## config.mk

```make
export PLATFORM = sky130hd
export DESIGN_NAME = exec_stage
export DESIGN_NICKNAME = d
export VERILOG_FILES = /design/src/rtl/exec_stage.sv
export SDC_FILE = /design/constraint.sdc
export NUM_CORES = 1
export LEC_CHECK = 0
export BUFFER_PORTS_ARGS = -buffer_cell sky130_fd_sc_hd__buf_2
export CELL_PAD_IN_SITES_DETAIL_PLACEMENT = 0
export CELL_PAD_IN_SITES_GLOBAL_PLACEMENT = 1
export CORE_UTILIZATION = 40
export CTS_CLUSTER_DIAMETER = 120
export DETAILED_ROUTE_END_ITERATION = 7
export PLACE_DENSITY = 0.79
export SETUP_SLACK_MARGIN = 0.5
export SLEW_MARGIN = 5
export SYNTH_ARGS = -nofsm -noshare
export SYNTH_HDL_FRONTEND = slang
export SYNTH_SLANG_ARGS = --single-unit
```

## constraint.sdc

```tcl
create_clock -name clk -period 8.08 [get_ports clk]
set_clock_uncertainty 0.05 [all_clocks]
set_input_delay 0.808 -clock clk [delete_from_list [all_inputs] [get_ports clk]]
set_output_delay 0.808 -clock clk [all_outputs]
set_load 0.01 [all_outputs]
```

## src/rtl/exec_stage.sv

```systemverilog
// exec_stage: RV32I execute stage. Holds the ID/EX register, forwards operands,
// runs the ALU, resolves branches/jumps into a redirect and drives the EX/MEM register.
// ALU codes: 0 ADD, 1 SUB, 2 SLL, 3 SLT, 4 SLTU, 5 XOR, 6 SRL, 7 SRA, 8 OR, 9 AND.
module exec_stage #(
  parameter int unsigned XLEN = 32
) (
  input  logic            clk,
  input  logic            rst,
  input  logic            stall_ex,
  input  logic            flush_ex,
  input  logic            id_valid,
  input  logic [XLEN-1:0] id_pc,
  input  logic [XLEN-1:0] id_imm,
  input  logic [XLEN-1:0] id_rs1_val,
  input  logic [XLEN-1:0] id_rs2_val,
  input  logic [4:0]      id_rs1,
  input  logic [4:0]      id_rs2,
  input  logic [4:0]      id_rd,
  input  logic [3:0]      id_alucontrol,
  input  logic            id_inv_br,
  input  logic [1:0]      id_a_sel,
  input  logic            id_b_sel,
  input  logic [2:0]      id_kind,
  input  logic            id_reg_write,
  input  logic [2:0]      id_funct3,
  input  logic            wb_reg_write,
  input  logic [4:0]      wb_rd,
  input  logic [XLEN-1:0] wb_data,
  output logic            mem_valid,
  output logic [2:0]      mem_kind,
  output logic [2:0]      mem_funct3,
  output logic [XLEN-1:0] mem_result,
  output logic [XLEN-1:0] mem_store_data,
  output logic [4:0]      mem_rd,
  output logic            mem_reg_write,
  output logic            redirect_valid,
  output logic [XLEN-1:0] redirect_pc
);

  localparam logic [3:0] ALU_ADD  = 4'd0;
  localparam logic [3:0] ALU_SUB  = 4'd1;
  localparam logic [3:0] ALU_SLL  = 4'd2;
  localparam logic [3:0] ALU_SLT  = 4'd3;
  localparam logic [3:0] ALU_SLTU = 4'd4;
  localparam logic [3:0] ALU_XOR  = 4'd5;
  localparam logic [3:0] ALU_SRL  = 4'd6;
  localparam logic [3:0] ALU_SRA  = 4'd7;
  localparam logic [3:0] ALU_OR   = 4'd8;
  localparam logic [3:0] ALU_AND  = 4'd9;

  localparam logic [2:0] KIND_BRANCH = 3'd1;
  localparam logic [2:0] KIND_JAL    = 3'd2;
  localparam logic [2:0] KIND_JALR   = 3'd3;
  localparam logic [2:0] KIND_LOAD   = 3'd4;
  localparam logic [2:0] KIND_STORE  = 3'd5;

  typedef struct packed {
    logic            valid;
    logic [XLEN-1:0] pc;
    logic [XLEN-1:0] imm;
    logic [XLEN-1:0] rs1_val;
    logic [XLEN-1:0] rs2_val;
    logic [4:0]      rs1;
    logic [4:0]      rs2;
    logic [4:0]      rd;
    logic [3:0]      alucontrol;
    logic            inv_br;
    logic [1:0]      a_sel;
    logic            b_sel;
    logic [2:0]      kind;
    logic            reg_write;
    logic [2:0]      funct3;
  } idex_t;

  typedef struct packed {
    logic            valid;
    logic [2:0]      kind;
    logic [2:0]      funct3;
    logic [XLEN-1:0] result;
    logic [XLEN-1:0] store_data;
    logic [4:0]      rd;
    logic            reg_write;
  } exmem_t;

  idex_t           idex_q, idex_d;
  exmem_t          exmem_q, exmem_d;
  logic [XLEN-1:0] fwd_rs1, fwd_rs2, op_a, op_b, alu_result, ex_result, target;
  logic [4:0]      shamt;
  logic            taken;

  // Operand forwarding: EX/MEM (non-load) beats WB beats register file; x0 never forwarded
  always_comb begin
    fwd_rs1 = idex_q.rs1_val;
    fwd_rs2 = idex_q.rs2_val;
    if (idex_q.rs1 != 5'd0) begin
      if (exmem_q.valid && exmem_q.reg_write && exmem_q.rd == idex_q.rs1 && exmem_q.kind != KIND_LOAD)
        fwd_rs1 = exmem_q.result;
      else if (wb_reg_write && wb_rd == idex_q.rs1)
        fwd_rs1 = wb_data;
    end
    if (idex_q.rs2 != 5'd0) begin
      if (exmem_q.valid && exmem_q.reg_write && exmem_q.rd == idex_q.rs2 && exmem_q.kind != KIND_LOAD)
        fwd_rs2 = exmem_q.result;
      else if (wb_reg_write && wb_rd == idex_q.rs2)
        fwd_rs2 = wb_data;
    end
  end

  // Operand select, ALU, branch/jump resolution and EX result
  always_comb begin
    op_a = '0;
    case (idex_q.a_sel)
      2'd0:    op_a = fwd_rs1;
      2'd1:    op_a = idex_q.pc;
      default: op_a = '0;
    endcase
    op_b  = idex_q.b_sel ? idex_q.imm : fwd_rs2;
    shamt = op_b[4:0];

    alu_result = '0;
    case (idex_q.alucontrol)
      ALU_ADD:  alu_result = op_a + op_b;
      ALU_SUB:  alu_result = op_a - op_b;
      ALU_SLL:  alu_result = op_a << shamt;
      ALU_SLT:  alu_result = XLEN'($signed(op_a) < $signed(op_b));
      ALU_SLTU: alu_result = XLEN'(op_a < op_b);
      ALU_XOR:  alu_result = op_a ^ op_b;
      ALU_SRL:  alu_result = op_a >> shamt;
      ALU_SRA:  alu_result = $unsigned($signed(op_a) >>> shamt);
      ALU_OR:   alu_result = op_a | op_b;
      ALU_AND:  alu_result = op_a & op_b;
      default:  alu_result = '0;
    endcase

    taken  = (alu_result == '0) ^ idex_q.inv_br;
    target = (idex_q.kind == KIND_JALR) ? ((fwd_rs1 + idex_q.imm) & ~XLEN'(1))
                                        : (idex_q.pc + idex_q.imm);

    case (idex_q.kind)
      KIND_JAL, KIND_JALR:  ex_result = idex_q.pc + XLEN'(4);
      KIND_LOAD, KIND_STORE: ex_result = op_a + op_b;
      default:              ex_result = alu_result;
    endcase

    redirect_valid = idex_q.valid && !stall_ex &&
                     (idex_q.kind == KIND_JAL || idex_q.kind == KIND_JALR ||
                      (idex_q.kind == KIND_BRANCH && taken));
    redirect_pc    = target;
  end

  // ID/EX next value: hold on stall, bubble on flush/redirect, else capture decode
  always_comb begin
    idex_d = idex_q;
    if (!stall_ex) begin
      if (flush_ex || redirect_valid || !id_valid) begin
        idex_d = '0;
      end else begin
        idex_d.valid      = 1'b1;
        idex_d.pc         = id_pc;
        idex_d.imm        = id_imm;
        idex_d.rs1_val    = id_rs1_val;
        idex_d.rs2_val    = id_rs2_val;
        idex_d.rs1        = id_rs1;
        idex_d.rs2        = id_rs2;
        idex_d.rd         = id_rd;
        idex_d.alucontrol = id_alucontrol;
        idex_d.inv_br     = id_inv_br;
        idex_d.a_sel      = id_a_sel;
        idex_d.b_sel      = id_b_sel;
        idex_d.kind       = id_kind;
        idex_d.reg_write  = id_reg_write;
        idex_d.funct3     = id_funct3;
      end
    end
  end

  // EX/MEM next value: hold on stall; branches, stores and rd=x0 never write back
  always_comb begin
    exmem_d = exmem_q;
    if (!stall_ex) begin
      exmem_d.valid      = idex_q.valid;
      exmem_d.kind       = idex_q.kind;
      exmem_d.funct3     = idex_q.funct3;
      exmem_d.result     = ex_result;
      exmem_d.store_data = fwd_rs2;
      exmem_d.rd         = idex_q.rd;
      exmem_d.reg_write  = idex_q.reg_write && idex_q.rd != 5'd0 &&
                           idex_q.kind != KIND_BRANCH && idex_q.kind != KIND_STORE;
    end
  end

  // Pipeline registers with synchronous reset
  always_ff @(posedge clk) begin
    if (rst) begin
      idex_q  <= '0;
      exmem_q <= '0;
    end else begin
      idex_q  <= idex_d;
      exmem_q <= exmem_d;
    end
  end

  assign mem_valid      = exmem_q.valid;
  assign mem_kind       = exmem_q.kind;
  assign mem_funct3     = exmem_q.funct3;
  assign mem_result     = exmem_q.result;
  assign mem_store_data = exmem_q.store_data;
  assign mem_rd         = exmem_q.rd;
  assign mem_reg_write  = exmem_q.reg_write;

endmodule

```

## Word-level counts from Yosys, hierarchy flattened

Index checks and enable logic that the tools add are counted.

| word-level totals | value |
|---|---|
| logic and storage cells | 97 |
| output and inout bits | 110 |
| register bits | 236 |

| operators by class | value |
|---|---|
| bitwise logic cells | 4 |
| shifts and indexed selects | 3 |
| add/sub/neg operators | 5 |
| reduce and logical (&&, ||, !) cells | 27 |
| $lt $le $gt $ge | 2 |
| eq/ne operators | 22 |
| multiplexer cells | 12 |

Operators by type and width:

| cell | number |
|---|---|
| one-hot mux 32 bit (10 select lines) | 1 |
| two-way mux 32 bit | 8 |
| two-way mux 159 bit | 1 |
| one-hot mux 32 bit (2 select lines) | 2 |
| adder 32 bit | 3 |
| less-than comparator 32 bit | 2 |
| adder 32 x 3 -> 32 bit, second input constant | 1 |
| bitwise AND 32 bit | 1 |
| zero test 32 bit | 1 |
| bitwise OR 32 bit | 1 |
| left shift 32 x 5 -> 32 bit | 1 |
| right shift 32 x 5 -> 32 bit | 1 |
| >>> shifter 32 x 5 -> 32 bit | 1 |
| subtractor 32 bit | 1 |
| XOR 32 bit | 1 |
| == test 5 bit | 4 |
| == test 4 x 3 -> 1 bit, second input constant | 4 |
| nonzero test 5 bit | 3 |
| logical AND 1 bit | 13 |
| == test 4 x 2 -> 1 bit, second input constant | 2 |
| == test 4 bit, second input constant | 2 |
| == test 3 x 2 -> 1 bit, second input constant | 2 |
| == test 3 bit, second input constant | 2 |
| inequality test 3 bit, second input constant | 2 |
| other kinds (10) | 15 |

## Depth between registers and ports, before layout

Gate-level depths: netlist of the first run.

| depth | value |
|---|---|
| depth after elaboration | 16 |
| gate-level depth with buffers | 32 |
| mapped depth without buffers | 26 |

## Worst setup path after synthesis of the first run

No wires, ideal clock.

| path | value |
|---|---|
| path type | input to output |
| start point | input port wb_rd[3] |
| end point | output port redirect_valid |
| data arrival time | 7.307 ns |
| required time | 7.222 ns |
| slack | -0.085 ns |
| buffers on the path | 6 |
| stages | 29 |
| cell sequence | xor2_1 nor4_4 and2_1 mux2i_1 o21ai_1 buf_4 buf_2 buf_1 clkbuf_1 ha_1 clkbuf_1 a21o_1 a21o_1 a21oi_1 o31ai_1 a2111oi_1 o41ai_1 a2111oi_0 nor4_1 o31ai_1 o31ai_1 a221o_1 xnor2_1 o21ai_0 or2_2 a211oi_1 nand3_2 buf_4 and3_1 |

| on the way | value |
|---|---|
| longest elaborated chain between the ends | 13 |
| elaborated cells on any way between the ends | 28 |
| those cells by class | add/sub: 2; order compare: 2; eq/ne: 2; shift: 3; mux: 9; bitwise: 4; reduce/logical: 6 |

RTL lines:

| what | RTL line | text |
|---|---|---|
| from (decl) | 27 | `input logic [4:0] wb_rd,` |
| == test 5 bit (on tied branches) | 98, 104 |  |
| logical AND 1 bit (on tied branches) | 98, 104 |  |
| two-way mux 32 bit (on tied branches) | 98, 104 |  |
| two-way mux 32 bit (on tied branches) | 96, 102 |  |
| two-way mux 32 bit (on tied branches) | 95, 101 |  |
| one-hot mux 32 bit (2 select lines) / two-way mux 32 bit (equally long branches) | 112, 117 |  |
| subtractor 32 bit (tied with other cells) | 123 | `ALU_SUB: alu_result = op_a - op_b;` |
| one-hot mux 32 bit (10 select lines) (*) | 121 | `case (idex_q.alucontrol)` |
| zero test 32 bit (*) | 135 | `taken = (alu_result == '0) ^ idex_q.inv_br;` |
| XOR 1 bit (*) | 135 |  |
| logical AND 1 bit (*) | 147 | `(idex_q.kind == KIND_BRANCH && taken));` |
| logical OR 1 bit (*) | 146 | `(idex_q.kind == KIND_JAL \|\| idex_q.kind == KIND_JALR \|\|` |
| logical AND 1 bit (*) | 145 | `redirect_valid = idex_q.valid && !stall_ex &&` |
| to (decl) | 36 | `output logic redirect_valid,` |

Every way passes the cells marked *; elsewhere a longest branch is shown, timed or not.

## Worst setup path after layout of the first run

| path | value |
|---|---|
| start point | register idex_q[22] in the netlist's numbering |
| end point | output port redirect_valid |

| on the way | value |
|---|---|
| longest elaborated chain between the ends | 13 |
| elaborated cells on any way between the ends | 26 |
| those cells by class | add/sub: 2; order compare: 2; eq/ne: 2; shift: 3; mux: 5; bitwise: 4; reduce/logical: 8 |

RTL lines:

| what | RTL line | text |
|---|---|---|
| from (decl) | 85 | `idex_t idex_q, idex_d;` |
| from (signal assigned) | 198 | `idex_q <= idex_d;` |
| == test 5 bit (on tied branches) | 104, 102 |  |
| logical AND 1 bit (on tied branches) | 104, 102 |  |
| two-way mux 32 bit / logical AND 1 bit (equally long branches) | 104, 102 |  |
| two-way mux 32 bit | 102 | `if (exmem_q.valid && exmem_q.reg_write && exmem_q.rd == idex_q.rs2 && exmem_q.kind != KIND_LOAD)` |
| two-way mux 32 bit (*) | 101 | `if (idex_q.rs2 != 5'd0) begin` |
| two-way mux 32 bit (*) | 117 | `op_b = idex_q.b_sel ? idex_q.imm : fwd_rs2;` |
| subtractor 32 bit (tied with other cells) | 123 |  |
| one-hot mux 32 bit (10 select lines) (*) | 121 |  |
| zero test 32 bit (*) | 135 |  |
| XOR 1 bit (*) | 135 |  |
| logical AND 1 bit (*) | 147 |  |
| logical OR 1 bit (*) | 146 |  |
| logical AND 1 bit (*) | 145 |  |

Marks and branches as above.

==> results.cfg, run 1 <==
[critical_path]
startpoint_type = register
path_max_fanout = 29
cp.arrival_ps = 7150
worstSetupPathType = reg -> out
r2r-end = idex_q[139]
reg2reg_setup_slack_ps = 670
reg2regPathDepth = 28
end_kind = output pin
critical_path_required_ps = 7220
crit-reg2reg-launch = idex_q[22]

[floorplan]
start_util_pct = 40.7
pin_count = 311
die_area_sq_um = 66900
die_y_um = 259
placeableCoreArea_sq_um = 64700
die_x_um = 259
rows = 93

[synth]
synth_top_area_cell = dfxtp_1
synth_top_area_share_pct = 17.9
synth_area_per_cell_sq_um = 7.23
synth_edf_count = 0
synth_seq_area_share_pct = 17.9
netlist_area_sq_um = 26300
synth_seq_cells = 236
syn_inst = 3640
synth-async-reset-ratio_pct = 0
synth-warning-count = 0
synth_area_leaders = dfxtp_1 (18%), ha_1 (7.7%), nand2_1 (6.0%), a21oi_1 (5.9%), a32oi_1 (5.4%)
synth.distinct_cells = 111
synth_flop_cell = dfxtp_1
syn_nets = 4007

[pwr]
pwr-share-seq_pct = 28.8
p_leak_nw = 13.0
sw_frac_of_total_pct = 39.6
total_power_mw = 4.60
ir_drop_uv = 180
clockPowerShare_pct = 30.7
p_switching_mw = 1.82
p_int_mw = 2.78
p_per_area_nw_per_um2 = 142
p_comb_share_pct = 40.4

[placement]
dpl_cell_area_sq_um = 30100
gp_congestion = 1.04
dp_cells = 4856
dp_hpwl_mm = 109
dp_worst_setup_slack_ps = -116
port_buffers = 310

[route]
drt-total-wl_mm = 140
drtIter0Drc = 4469
drcViolationCount = 0
viasPerCell = 6.47
vias = 32000
ant_nets = 0
routedWlPerCell_um = 28.3
first_pass_iters = 6

[cts]
cts-root-buf = clkbuf_16
cts_made_buffers = 28
cts_tree = built
clk_latency_ps = 620
path_clk_slew_ps = 60
htree_levels = 1
cts.sinks = 236
max-clock-path-buffers = 3

[global_routing]
grt_use_total_pct = 40.0
antenna_found_initial = 8
grt_pass1_wl_mm = 200
grt_max_degree = 227
grt_pass1_vias = 29300
grt_overflow = 0

[worst_hold_path]
whs_path_depth = 3
min_path_type = in -> reg
worstHoldStart = id_rs1[2]
hold_end = idex_q[27]

[finish]
drive_above_1_share_pct = 26.1
finalNetCount = 4440
stdcell_count = 4953
syn_to_final_growth_pct = 22.9
design_area_sq_um = 32400

[timing]
fin_crit_ps = 8010
final-setup-viol-count = 0
report.final.slew_viol_count = 0
hold_viol_final = 0
fin_ws_ps = 73.3
worstMarginPinSlew_ps = 1190
rsz0062_at_grt = true
period_share_pct = 99.1
timing.fmax_mhz = 125
relSlewSlack_pct = 19.8

[flow_run]
cap_violations = 0

[run_status]
status = finished, final reports clean
[metrics by stage]
stage               TNS (ps)  utilization, %  hold slack (ps)
floorplan                  0               -              385
global placement       -13.0            46.6              402
detailed placement      -141            46.6              410
CTS                        0            49.2              377
global route           -31.1            50.0              401
finish                     0            50.0              387
[routing by layer]
layer	global-route usage (%)	vias to the layer above	part of all wire, %
met5	0	-	0.049
met4	19.0	10	5.6
met3	9.33	359	10
met2	60.5	1820	43
met1	53.3	15300	41
li1	-	14600	-
[cells in the mapped netlist, types with 15 or more instances]
cell type	n
clkbuf_1	154
o211ai_1	51
nand3_1	81
a32oi_1	163
ha_1	162
a311oi_1	15
mux2i_1	82
dfxtp_1	236
a21o_1	36
a221oi_1	41
o21ai_0	271
o21ai_2	104
buf_2	40
a211o_1	15
or3_1	19
o22a_1	32
a31oi_1	18
nor2_1	307
o21ai_1	50
xor2_1	49
o31ai_1	30
and2_1	16
inv_1	123
nand2b_1	18
a211oi_1	72
xnor2_1	104
nor2b_1	16
o21a_1	15
a21oi_1	312
nand2_1	420
o22ai_1	75
dlygate4sd1_1	37
nor3_1	93
nand4_1	16
and3_1	25
a22oi_1	40
buf_1	31
or4_1	27
buf_4	17
[final cells by class]
cell class	instances	area, sq um
inverters	130	493
clock inverters	18	264
repair buffers	710	4810
clock buffers	34	763
multi-input cells	2967	20200
diodes	3	7.51
well taps	855	1070
flip-flops and latches	236	4760
fillers	6649	32300
[power by group through the flow]
stage               combinational [mW]  sequential [mW]  clock [mW]
finish                            1.86             1.33        1.42
global route                      1.95             1.33        1.48
CTS                               1.75             1.32        1.43
detailed placement                1.65             1.35           0
global placement                  1.66             1.35           0
floorplan                        0.952             1.30           0
[how the worst max path moves through the flow]
stage	startpoint	end	slack (ps)	cells past startpoint
CTS	idex_q[23]	redirect_valid	150	30
finish	idex_q[22]	redirect_valid	70	27
detailed placement	wb_rd[0]	redirect_valid	-120	32
global route	idex_q[22]	redirect_valid	-30	31
floorplan	wb_rd[3]	redirect_valid	510	29
global placement	wb_rd[0]	redirect_valid	-10	32
[logic make-up after synthesis]
kind of cell,count (synthesis),share of synthesized area (%)
AOI/OAI and AO/OA,1475,38.6
and+or+nand+nor,1084,18.5
buffers and inverters,437,8.42
DFF,236,17.9
adders and majority gates,166,8.00
xor gates and xnor gates,153,5.09
muxes,89,3.42
[layout by cell type, fill, tap and decap left out, drive strengths merged, types with 104 or more instances in the layout]
cell   netlist  routed
inv        126     129
a32oi      163     163
a21oi      321     321
ha         162     162
buf        109     707
nor2       308     308
nand2      421     421
dfxtp      236     236
xnor2      104     104
o21ai      426     426
[critical path: stages (launching register included)]
cell      delay [ps]
dfxtp_4          360
or4_4            570
buf_6            150
o21bai_4         250
o31a_1           200
nand2_2           90
buf_4            140
buf_4            120
buf_4            130
buf_4            130
buf_4            120
buf_4            120
buf_4            250
a211oi_2         420
o31ai_1          330
a221oi_1         410
nor2_1           110
o21ai_2          290
nand4_1          220
or4_4            580
nor4_4           280
buf_4            170
nand4_1           80
buf_4            170
or3b_4           410
nand3_4           90
and3_4           200
buf_6            100
[state kept, by name, indices dropped and copies added (netlist names)]
signal / flops
mem_rd: 5
mem_reg_write: 1
mem_funct3: 3
mem_result: 32
mem_valid: 1
mem_kind: 3
idex_q: 159
mem_store_data: 32
[what timing repair did]
| action | CTS | global route |
|---|---|---|
| gates cloned | 2 | 1 |
| endpoints found under the setup margin | 151 | 87 |
| setup buffers | 22 | 17 |
| pin swaps | 32 | 55 |
| gates resized for setup | 96 | 88 |
| hold buffers | 0 | 0 |
No activity file was read; power rests on OpenSTA's default activity.
==> run 2: changes to the inputs <==
- ABC_AREA: not set -> 1
- CORE_UTILIZATION: 40 -> 38
==> run 2 against run 1 <==
Against the previous run:
- setup slack improved by 630 ps
- largest cell class unchanged
- critical endpoint unchanged
- maximum frequency is 8.5% higher
- synthesized area is 0.55% lower
==> results.cfg, run 2 <==
[global_routing]
grt_pass1_vias = 29000
antenna_found_initial = 9
grt_max_degree = 136
grt_overflow = 0
grt_use_total_pct = 38.6
grt_pass1_wl_mm = 200

[timing]
report.final.slew_viol_count = 0
period_share_pct = 91.3
timing.fmax_mhz = 136
worstMarginPinSlew_ps = 1240
relSlewSlack_pct = 17.3
hold_viol_final = 0
rsz0062_at_grt = false
final-setup-viol-count = 0
fin_crit_ps = 7380
finalSetupTns_ps = 0

[floorplan]
start_util_pct = 38.7
die_area_sq_um = 70000
die_x_um = 265
placeableCoreArea_sq_um = 67600
rows = 95
pin_count = 311
die_y_um = 265

[route]
ant_nets = 0
drtIter0Drc = 4420
vias = 31600
routedWlPerCell_um = 25.9
first_pass_iters = 8
drt-total-wl_mm = 140
viasPerCell = 5.85
drcViolationCount = 0

[critical_path]
path_max_fanout = 16
startpoint_type = register
reg2reg_setup_slack_ps = 1350
worstSetupPathType = reg -> out
cp_common_cell = nand2_1
cp_top_family = simple AND/OR/NAND/NOR gates
path_buf_inv = 6
critical_path_required_ps = 7220
cp.arrival_ps = 6520
r2r-end = idex_q[24]
reg2regPathDepth = 34
crit-reg2reg-launch = mem_rd[0]
end_kind = output pin
path_depth = 34
critPathSlowestCell = nor4_1
cp-startpoint = mem_rd[0]
crit_end = redirect_valid
max_stage_delay_ps = 590

[finish]
multiInputGateArea_sq_um = 18600
fillers = 7465
finalNetCount = 4875
top_register = idex_q
drive_above_1_share_pct = 19.2
final_common_cell = nand2_1
syn_to_final_growth_pct = 14.0
design_area_sq_um = 29900
largest_reg_flops = 159
final_cell_mix = nand2_1 (971), nand3_1 (555), inv_1 (436)
seqCellArea_sq_um = 4740

[synth]
synth.distinct_cells = 67
yosys.cell_count.top_type = nand2_1
synth_flop_cell = dfxtp_1
synth-async-reset-ratio_pct = 0
syn_nets = 4650
synth-warning-count = 0
synth_edf_count = 0
synth_area_leaders = dfxtp_1 (18%), nand2_1 (14%), nand3_1 (11%), ha_1 (7.7%), o21ai_0 (6.4%)
synth_top_area_share_pct = 18.0
synth_top_area_cell = dfxtp_1
syn_inst = 4283
synth_seq_area_share_pct = 18.0
synth_area_per_cell_sq_um = 6.11
netlist_area_sq_um = 26200
synth_top_cells_by_count = nand2_1 (979), nand3_1 (555), inv_1 (438)
synth_seq_cells = 236

[pwr]
ir_drop_uv = 165
p_leak_nw = 14.2
p_per_area_nw_per_um2 = 126

[flow_run]
cap_violations = 0

[cts]
cts_tree = built
max-clock-path-buffers = 3
postCtsHoldBufs = 0
cts.sinks = 236
htree_levels = 1
path_clk_slew_ps = 60
clk_latency_ps = 600
cts-root-buf = clkbuf_16
cts_made_buffers = 27

[placement]
dp_hpwl_mm = 113
gp_congestion = 1.07
dpl_cell_area_sq_um = 28400
port_buffers = 310

[worst_hold_path]
whs_path_depth = 2
min_path_type = reg -> reg

[run_status]
status = finished, final reports clean
[run 2: cell types whose count changed in the layout (fill, tap and decap cells not counted), sizes merged, moves of 71 or more]
cell	delta
nand2	+585
nand3	+580
inv	+334
buf	-266
a32oi	-163
a21oi	+114
xnor2	-96
mux2i	-82
a211oi	-71
[run 2: worst min-delay path by stage]
stage / from / slack, ps / to
2_1_floorplan: idex_q[0] / 390 / idex_q[0]
3_3_place_gp: idex_q[1] / 400 / idex_q[1]
3_5_place_dp: idex_q[1] / 400 / idex_q[1]
4_1_cts: id_rs2_val[19] / 410 / idex_q[49]
5_1_grt: id_rs2_val[26] / 420 / idex_q[56]
6_report: idex_q[1] / 410 / idex_q[1]
[run 2: power breakdown]
group,switching [mW],internal [mW],leakage (nW)
clock,0.559,0.840,0.480
sequential,0.0560,1.21,1.93
combinational,0.778,0.332,11.8
[run 2: worst register-to-register path: cells and delay by family, from the launching register on]
family / cells / cell delay, ps
DFF: 1 / 390
buffers and inverters: 5 / 1060
xor gates and xnor gates: 1 / 310
and+or+nand+nor: 23 / 3390
adders and majority gates: 1 / 310
AOI/OAI and AO/OA: 4 / 1150
[run 2: metal layers]
layer	share of wire, %	track usage [%]	up-vias
met1	43	53.5	14900
li1	-	-	14900
met4	4.5	15.8	6
met5	0.096	1.32	-
met2	43	58.2	1591
met3	9.5	7.00	230
[run 2: cells by family (layout without fill, tap and decap cells)]
kind of cell	after synthesis	after routing	synth area share [%]
adders and majority gates	166	166	8.05
and+or+nand+nor	2134	2134	37.4
buffers and inverters	716	957	11.9
AOI/OAI and AO/OA	985	985	23.0
xor gates and xnor gates	46	46	1.54
other	0	3	0
DFF	236	236	18.0
[run 2: layout make-up]
type	count	share of cell area (%)
timing repair buffer	442	8.87
tap	873	3.66
clock buffer	33	2.47
antenna	3	0.0251
clock inverter	12	0.775
inverter	470	5.94
multi-input combinational	3331	62.4
sequential	236	15.9
[run 2: repair_timing]
item / 4_1_cts / 5_1_grt
gates resized for setup: 45 / 75
setup buffers: 2 / 18
endpoints found under the setup margin: 1 / 1
pin swaps: 1 / 15
[run 2: through the flow]
stage / instances / hold WS [ps] / total power, mW / util (%) / setup WS [ps]
after floorplan: 4283 / 391 / 1.89 / - / 2070
after global placement: 5332 / 399 / 2.34 / 42.0 / 320
after detailed placement: 5332 / 402 / 2.33 / 42.0 / 399
after CTS: 5379 / 409 / 3.72 / 43.6 / 503
after global routing: 5397 / 416 / 3.90 / 44.1 / 505
final: 5400 / 412 / 3.77 / 44.2 / 701
